==> src/rtl/jtdd_pkg.sv <==
// Shared definitions for the ROM-download SDRAM write path: entry field widths,
// the "no lane enabled" mask value and the write FSM state encoding.
package jtdd_pkg;

    localparam int DATA_W = 8;
    localparam int MASK_W = 2;

    // Active-low lane enables: both bits set means neither byte lane is written
    localparam logic [MASK_W-1:0] MASK_NONE = 2'b11;

    typedef enum logic {
        ST_IDLE = 1'b0,
        ST_REQ  = 1'b1
    } wr_state_e;

    function automatic int entry_width(input int addr_w);
        return addr_w + DATA_W + MASK_W;
    endfunction

endpackage

==> src/rtl/jtdd_prog_fifo.sv <==
// Generic synchronous circular FIFO with an extra pointer MSB to tell full from
// empty. A pop in the same cycle frees a slot for a push; clear restarts it.
module jtdd_prog_fifo #(
    parameter int W          = 32,
    parameter int DEPTH_LOG2 = 2
) (
    input  logic                  clk,
    input  logic                  rst_n,
    input  logic                  clear,
    input  logic                  push,
    input  logic                  pop,
    input  logic [W-1:0]          din,
    output logic [W-1:0]          dout,
    output logic                  full,
    output logic                  empty,
    output logic [DEPTH_LOG2:0]   level
);

    localparam int                DEPTH   = 1 << DEPTH_LOG2;
    localparam logic [DEPTH_LOG2:0] PTR_ONE = 1;

    logic [DEPTH_LOG2:0]   wptr_q, wptr_d;
    logic [DEPTH_LOG2:0]   rptr_q, rptr_d;
    logic [W-1:0]          mem_q [DEPTH];
    logic [DEPTH_LOG2-1:0] waddr;
    logic                  wr_en;
    logic                  rd_en;

    assign empty = (wptr_q == rptr_q);
    assign full  = (wptr_q[DEPTH_LOG2] != rptr_q[DEPTH_LOG2]) &&
                   (wptr_q[DEPTH_LOG2-1:0] == rptr_q[DEPTH_LOG2-1:0]);
    assign level = wptr_q - rptr_q;
    assign dout  = mem_q[rptr_q[DEPTH_LOG2-1:0]];

    // A clear empties the FIFO first, so a push in that cycle always lands in slot 0
    assign rd_en = pop && !empty && !clear;
    assign wr_en = push && (clear || !full || rd_en);
    assign waddr = clear ? '0 : wptr_q[DEPTH_LOG2-1:0];

    // NOTE: every variable written in always_comb gets a default first, so no path
    // leaves it unassigned and no latch is inferred.
    always_comb begin
        wptr_d = wptr_q;
        rptr_d = rptr_q;
        if (clear) begin
            rptr_d = '0;
            wptr_d = wr_en ? PTR_ONE : '0;
        end else begin
            if (rd_en) rptr_d = rptr_q + PTR_ONE;
            if (wr_en) wptr_d = wptr_q + PTR_ONE;
        end
    end

    // NOTE: state registers use non-blocking assignments so every flop samples the
    // pre-edge values regardless of process evaluation order.
    always_ff @(posedge clk or negedge rst_n) begin
        if (!rst_n) begin
            wptr_q <= '0;
            rptr_q <= '0;
        end else begin
            wptr_q <= wptr_d;
            rptr_q <= rptr_d;
        end
    end

    // NOTE: the storage array is not reset; the pointers alone define which slots
    // hold valid data, and leaving it reset-free lets it map to plain RAM/flops.
    always_ff @(posedge clk) begin
        if (wr_en) mem_q[waddr] <= din;
    end

endmodule

==> src/rtl/jtdd_prog_wr.sv <==
// Buffered SDRAM write stage for ROM download: queues byte writes, issues them one
// at a time over a req/ack handshake and stretches busy until the queue drains.
module jtdd_prog_wr
    import jtdd_pkg::*;
#(
    parameter int AW         = 22,
    parameter int DEPTH_LOG2 = 2
) (
    input  logic                  clk,
    input  logic                  rst_n,
    input  logic                  downloading,
    input  logic [AW-1:0]         prog_addr,
    input  logic [DATA_W-1:0]     prog_data,
    input  logic [MASK_W-1:0]     prog_mask,
    input  logic                  prog_we,
    output logic                  sdram_wr_req,
    output logic [AW-1:0]         sdram_wr_addr,
    output logic [2*DATA_W-1:0]   sdram_din,
    output logic [MASK_W-1:0]     sdram_wr_mask,
    input  logic                  sdram_ack,
    output logic                  dwnld_busy,
    output logic                  overflow,
    output logic [DEPTH_LOG2:0]   level
);

    localparam int EW = entry_width(AW);

    wr_state_e           state_q, state_d;
    logic [AW-1:0]       addr_q, addr_d;
    logic [DATA_W-1:0]   data_q, data_d;
    logic [MASK_W-1:0]   mask_q, mask_d;
    logic                ovf_q, ovf_d;
    logic                dl_q;

    logic                dl_rise;
    logic                push_req;
    logic                pop;
    logic [EW-1:0]       fifo_din;
    logic [EW-1:0]       fifo_dout;
    logic                fifo_full;
    logic                fifo_empty;
    logic [AW-1:0]       head_addr;
    logic [DATA_W-1:0]   head_data;
    logic [MASK_W-1:0]   head_mask;

    // A new download restarts the queue; the previous level is kept in dl_q
    assign dl_rise  = downloading && !dl_q;
    assign push_req = prog_we && (prog_mask != MASK_NONE);
    assign pop      = (state_q == ST_IDLE) && !fifo_empty && !dl_rise;

    assign fifo_din = {prog_addr, prog_data, prog_mask};
    assign {head_addr, head_data, head_mask} = fifo_dout;

    jtdd_prog_fifo #(
        .W          (EW),
        .DEPTH_LOG2 (DEPTH_LOG2)
    ) u_fifo (
        .clk   (clk),
        .rst_n (rst_n),
        .clear (dl_rise),
        .push  (push_req),
        .pop   (pop),
        .din   (fifo_din),
        .dout  (fifo_dout),
        .full  (fifo_full),
        .empty (fifo_empty),
        .level (level)
    );

    always_comb begin
        state_d = state_q;
        addr_d  = addr_q;
        data_d  = data_q;
        mask_d  = mask_q;
        ovf_d   = ovf_q;

        case (state_q)
            ST_IDLE: begin
                if (pop) begin
                    addr_d  = head_addr;
                    data_d  = head_data;
                    mask_d  = head_mask;
                    state_d = ST_REQ;
                end
            end
            ST_REQ: begin
                if (sdram_ack) state_d = ST_IDLE;
            end
            default: state_d = ST_IDLE;
        endcase

        // A pop in the same cycle frees a slot, so only a push with no room is dropped
        if (dl_rise) begin
            ovf_d = 1'b0;
        end else if (push_req && fifo_full && !pop) begin
            ovf_d = 1'b1;
        end
    end

    always_ff @(posedge clk or negedge rst_n) begin
        if (!rst_n) begin
            state_q <= ST_IDLE;
            addr_q  <= '0;
            data_q  <= '0;
            mask_q  <= MASK_NONE;
            ovf_q   <= 1'b0;
            dl_q    <= 1'b0;
        end else begin
            state_q <= state_d;
            addr_q  <= addr_d;
            data_q  <= data_d;
            mask_q  <= mask_d;
            ovf_q   <= ovf_d;
            dl_q    <= downloading;
        end
    end

    assign sdram_wr_req  = (state_q == ST_REQ);
    assign sdram_wr_addr = addr_q;
    assign sdram_din     = {data_q, data_q};
    assign sdram_wr_mask = mask_q;
    assign overflow      = ovf_q;
    assign dwnld_busy    = downloading || (level != '0) || (state_q == ST_REQ);

endmodule

==> config.mk <==
export PLATFORM = sky130hd
export DESIGN_NAME = jtdd_prog_wr
export DESIGN_NICKNAME = d
export VERILOG_FILES = /design/src/rtl/jtdd_pkg.sv /design/src/rtl/jtdd_prog_fifo.sv /design/src/rtl/jtdd_prog_wr.sv
export SDC_FILE = /design/constraint.sdc
export NUM_CORES = 1
export LEC_CHECK = 0
export ABC_CLOCK_PERIOD_IN_PS = 11330
export CORE_MARGIN = 8
export CORE_UTILIZATION = 40
export DETAILED_ROUTE_END_ITERATION = 8
export GPL_ROUTABILITY_DRIVEN = 1
export PLACE_DENSITY = 0.57
export SLEW_MARGIN = 15
export SYNTH_ARGS = -nofsm -noshare
export SYNTH_HDL_FRONTEND = slang
export SYNTH_SLANG_ARGS = --single-unit
==> constraint.sdc <==
create_clock -name clk -period 11.33 [get_ports clk]
set_clock_uncertainty 0.15 [all_clocks]
set_input_delay 2.266 -clock clk [delete_from_list [all_inputs] [get_ports clk]]
set_output_delay 2.266 -clock clk [all_outputs]
set_load 0.03 [all_outputs]
Word-level counts from Yosys, hierarchy flattened
Memory sizes are Yosys's and may differ from the RTL's. A register that Yosys moved wholly into a read port is not among the register bits.
Index checks and enable logic that the tools add are counted.

cells by class
  $add $sub $neg = 3
  reductions and logical operators = 25
  bitwise logic cells = 1
  multiplexer cells = 13
  equal/unequal tests = 4

operators by type and width
  cell                                                            count
  3-bit 2-to-1 mux                                                4
  1-bit logical AND                                               10
  1-bit 2-to-1 mux                                                7
  3-bit by 1-bit adder with 3-bit output (second input constant)  2
  1-bit logical NOT                                               6
  2-bit nonzero test                                              3
  1-bit logical OR                                                4
  3-bit == test                                                   1
  3-bit nonzero test                                              1
  3-bit subtractor                                                1
  2-bit == test                                                   1
  2-bit 2-to-1 mux                                                1
  2-bit != test (second input constant)                           1
  1-bit one-hot mux with 2 select lines                           1
  2-bit AND reduction                                             1
  1-bit != test                                                   1
  1-bit NOT                                                       1

storage, ports and cells
  bits in writable memories = 128
  logic and storage cells = 52
  bits in registers = 9
  memories kept = 1

memories
  name          depth  width  rd ports  clocked after Yosys merged registers in  wr ports  RTL line              text
  u_fifo.mem_q  4      32     1         1                                        1         jtdd_prog_fifo.sv:24  logic [W-1:0] mem_q [DEPTH];

Longest topological paths before layout
  depth in word-level cells = 10
  mapped depth = 6
  depth with buffers taken out = 5

Hierarchy
A second synthesis with hierarchy kept.

second synthesis, totals
  cells, all modules = 310
  area, all modules = 6,623.9 um^2

modules (own cells, without submodules)
  module          area an instance (um^2)  times used  cells an instance
  jtdd_prog_fifo  5,082.4                  1           220
  jtdd_prog_wr    1,541.5                  1           90

Worst setup path before layout
Ideal clock, no wire load.

  kind = input to register
  from = input prog_we
  to = memory u_fifo.mem_q[2][0], enable pin
  library setup time = 0.502 ns
  arrival time = 5.941 ns
  path buffers = 0
  stages = 3
  data required time = 10.678 ns
  slack = 4.738 ns
  path through = a21boi_0 > o21ai_0 > nor4_1

between the ends
  word-level cells in the longest chain between the ends = 4

ends and longest elaborated chain
  what                                    RTL line              text
  start, declared                         jtdd_prog_wr.sv:15    input logic prog_we,
  1-bit logical AND                       jtdd_prog_wr.sv:48    assign push_req = prog_we && (prog_mask != MASK_NONE);
  1-bit logical AND                       jtdd_prog_fifo.sv:37  assign wr_en = push && (clear || !full || rd_en);
  1-bit 2-to-1 mux                        jtdd_prog_fifo.sv:69  if (wr_en) mem_q[waddr] <= din;
  1-bit 2-to-1 mux (implied by the code)  jtdd_prog_fifo.sv:69
  end, declared                           jtdd_prog_fifo.sv:24

No other way between the ends.

Worst setup path in the final report
  from = input downloading
  to = output dwnld_busy

between the ends
  word-level cells in the longest chain between the ends = 2

ends and longest elaborated chain
  what                           RTL line             text
  start, declared                jtdd_prog_wr.sv:11   input logic downloading,
  1-bit logical OR (2 in a row)  jtdd_prog_wr.sv:123  assign dwnld_busy = downloading || (level != '0) || (state_q == ST_REQ);
  end, declared                  jtdd_prog_wr.sv:21   output logic dwnld_busy,

No other way between the ends.

==> results.sh <==
export IMPL_slowest_delay_ns=0.62
export IMPL_crit_top_cell="clkdlybuf4s50_1"
export IMPL_grt_use_total=0.1274
export IMPL_clkSlewWorstSetupHoldPaths_ns=0.06
export IMPL_setup_tns_ns=0
export IMPL_synth_top_cell_by_area="edfxtp_1"
export IMPL_irDropWorstVdd_uv=210.2
export IMPL_final_net_count=436
export IMPL_fin_cells=623
export IMPL_path_max_fanout=4
export IMPL_outcome="completed"
export IMPL_yosysSeqAreaShare=0.7465
export IMPL_dr_pass1_iters=4
export IMPL_ys_types=37
export IMPL_async_reset_ff_frac=0.2426
export IMPL_crit_chain="clkdlybuf4s50_1, or4_1, clkdlybuf4s50_1"
export IMPL_drt_total_wl_um=12310
export IMPL_grt_overflow=0
export IMPL_ys_warn_count=0
export IMPL_nFillCells=1298
export IMPL_cts_tree="done"
export IMPL_hold_viol=0
export IMPL_grt_max_degree=42
export IMPL_antenna_found_initial=0
export IMPL_cts_sinks=169
export IMPL_hold_path_class="flop to flop"
export IMPL_ys_ff_latch=169
export IMPL_cts_repair_resized=0
export IMPL_worst_setup_path_end_kind="output port"
export IMPL_drt_vias_per_instance=4.979
export IMPL_worstSkewPairLatency_ns=0.42
export IMPL_grt_pass1_wl_um=19030
export IMPL_route_detailed_drc=0
export IMPL_ant_nets=0
export IMPL_die_w_um=143.7
export IMPL_initial_core_util=0.4094
export IMPL_worstPathRequired_ns=8.91
export IMPL_fmax_ghz=0.1591
export IMPL_power_density_nw_per_um2=281.7
export IMPL_drv_slew=0
export IMPL_clockBufferDepth=2
export IMPL_setup_violations=0
export IMPL_p_leak_nw=2.824
export IMPL_synthesis_area_um2=6526
export IMPL_synth_area_leaders="edfxtp_1 (59%), dfrtp_1 (15%), mux4_2 (11%), mux2_2 (3.8%), mux2_4 (2.3%)"
export IMPL_synth_edf_count=128
export IMPL_yosysMostFrequentCell="edfxtp_1"
export IMPL_ios=83
export IMPL_synth_cells=308
export IMPL_h_tree_depth=4
export IMPL_grt_pass1_vias=3414
export IMPL_hpwl_um=7095
export IMPL_worstMarginPinSlew_ns=0.9533
export IMPL_start_kind="input port"
export IMPL_critPathSlowestCell="clkdlybuf4s50_1"
export IMPL_hold_buffers=0
export IMPL_wl_per_cell_um=19.76
export IMPL_syn_to_final_growth_pct=24.79
export IMPL_post_route_period_util=0.5548
export IMPL_critical_path_class="input port to output port"
export IMPL_synth_top_area_share=0.5890
export IMPL_portBuffers=82
export IMPL_vias=3102
export IMPL_cts_setup_buffers=0
export IMPL_post_route_min_period_ns=6.286
export IMPL_cp_data_arrival_time_ns=3.87
export IMPL_ys_flop_type="edfxtp_1"
export IMPL_maxCapViolCount=0
export IMPL_synthTopCellsByCount="edfxtp_1 (128), dfrtp_1 (39), mux4_2 (32), mux2_2 (22), mux2_4 (10)"
export IMPL_drive_above_1_share=0.2727
export IMPL_gp_congestion=0.7140
export IMPL_avgSynthCellArea_um2=21.19
export IMPL_num_antenna_cells=0
export IMPL_drt_iter0_markers=152
export IMPL_placementRows=46
export IMPL_regToRegSetupSlack_ns=8.02
export IMPL_cts_buffers=17
export IMPL_core_um2=15940
export IMPL_die_h_um=143.7
export IMPL_dp_cells=591
export IMPL_fp_dieArea_um2=20660
export IMPL_clockRootBuffer="clkbuf_16"
export IMPL_slew_headroom=0.3645
export IMPL_fin_util=0.5108
export IMPL_synth_nets=350
export IMPL_rsz0062_at_grt="no"
-- routing by layer --
| layer | vias to the layer above | GRT usage | part of all wire |
|---|---|---|---|
| met3 | 10 | 0.03782 | 0.062 |
| met2 | 76 | 0.2099 | 0.50 |
| li1 | 1401 | - | - |
| met1 | 1615 | 0.1536 | 0.42 |
| met4 | 0 | 0.05313 | 0.014 |
| met5 | - | 0 | 0 |
-- per-stage QoR --
step	setup WS [ns]	cell area (µm²)	hold slack [ns]	total power, mW
CTS	5.034	8144	0.3585	2.337
floorplan	4.738	6526	0.4031	1.465
global route	4.997	8144	0.3604	2.409
detailed placement	5.033	7541	0.3447	1.745
finish	5.044	8144	0.3565	2.294
global placement	5.014	7541	0.3418	1.734
-- layout by cell type (no fill, tap or decap), types with 4 or more instances in the layout --
cell / instances
edfxtp_1: 128
clkdlybuf4s50_1: 81
dfrtp_1: 37
mux4_2: 32
mux2_2: 22
clkbuf_16: 17
mux2_4: 10
nand2_1: 9
inv_1: 6
buf_4: 5
ha_1: 4
-- kinds of logic (layout without fill, tap and decap cells) --
| logic type | after synthesis | after routing | share of synthesized area |
|---|---|---|---|
| adders and majority gates | 5 | 5 | 0.01074 |
| muxes | 67 | 67 | 0.1760 |
| buffers and inverters | 26 | 125 | 0.02358 |
| DFF | 169 | 169 | 0.7466 |
| AOI/OAI and AO/OA | 16 | 16 | 0.02071 |
| and+or+nand+nor | 22 | 22 | 0.01725 |
| xor gates and xnor gates | 3 | 3 | 0.005178 |
-- state kept, by name, indices dropped and copies added (netlist names) --
name / cells
sdram_wr_req: 1
data_q: 8
sdram_wr_mask: 2
dl_q: 1
u_fifo.rptr_q: 3
overflow: 1
u_fifo.wptr_q: 3
sdram_wr_addr: 22
u_fifo.mem_q: 128
-- final cells by class --
class	count	area, µm²	area share
clock buffer	19	432.9	0.05316
clock inverter	13	170.2	0.02089
inverter	6	22.52	0.002765
multi-input combinational	113	1520	0.1867
sequential	169	4875	0.5986
tap	216	270.3	0.03318
timing repair buffer	87	853.3	0.1048
-- worst max-delay path: cells and delay by family --
kind	cells	cell delay, ns
buffers and inverters	2	1.08
AND/OR/NAND/NOR	1	0.53
-- path summary, 6_finish.rpt --
path                                         from                   to  depth (start not counted)
worst max-delay path                  downloading           dwnld_busy                          3
worst min-delay path            sdram_wr_addr[17]    sdram_wr_addr[17]                          1
worst max register to register   u_fifo.rptr_q[1]  u_fifo.mem_q[3][11]                          5
worst min register to register  sdram_wr_addr[17]    sdram_wr_addr[17]                          1
max in group asynchronous                   rst_n     u_fifo.rptr_q[0]                          2
min in group asynchronous                   rst_n            data_q[4]                          2
-- power breakdown --
part | leakage [nW] | internal [mW] | switching [mW]
Combinational | 0.876 | 0.405 | 0.427
Sequential | 1.65 | 0.796 | 0.0826
Clock | 0.295 | 0.350 | 0.233
Note: power is estimated with default switching activity, not from simulation.
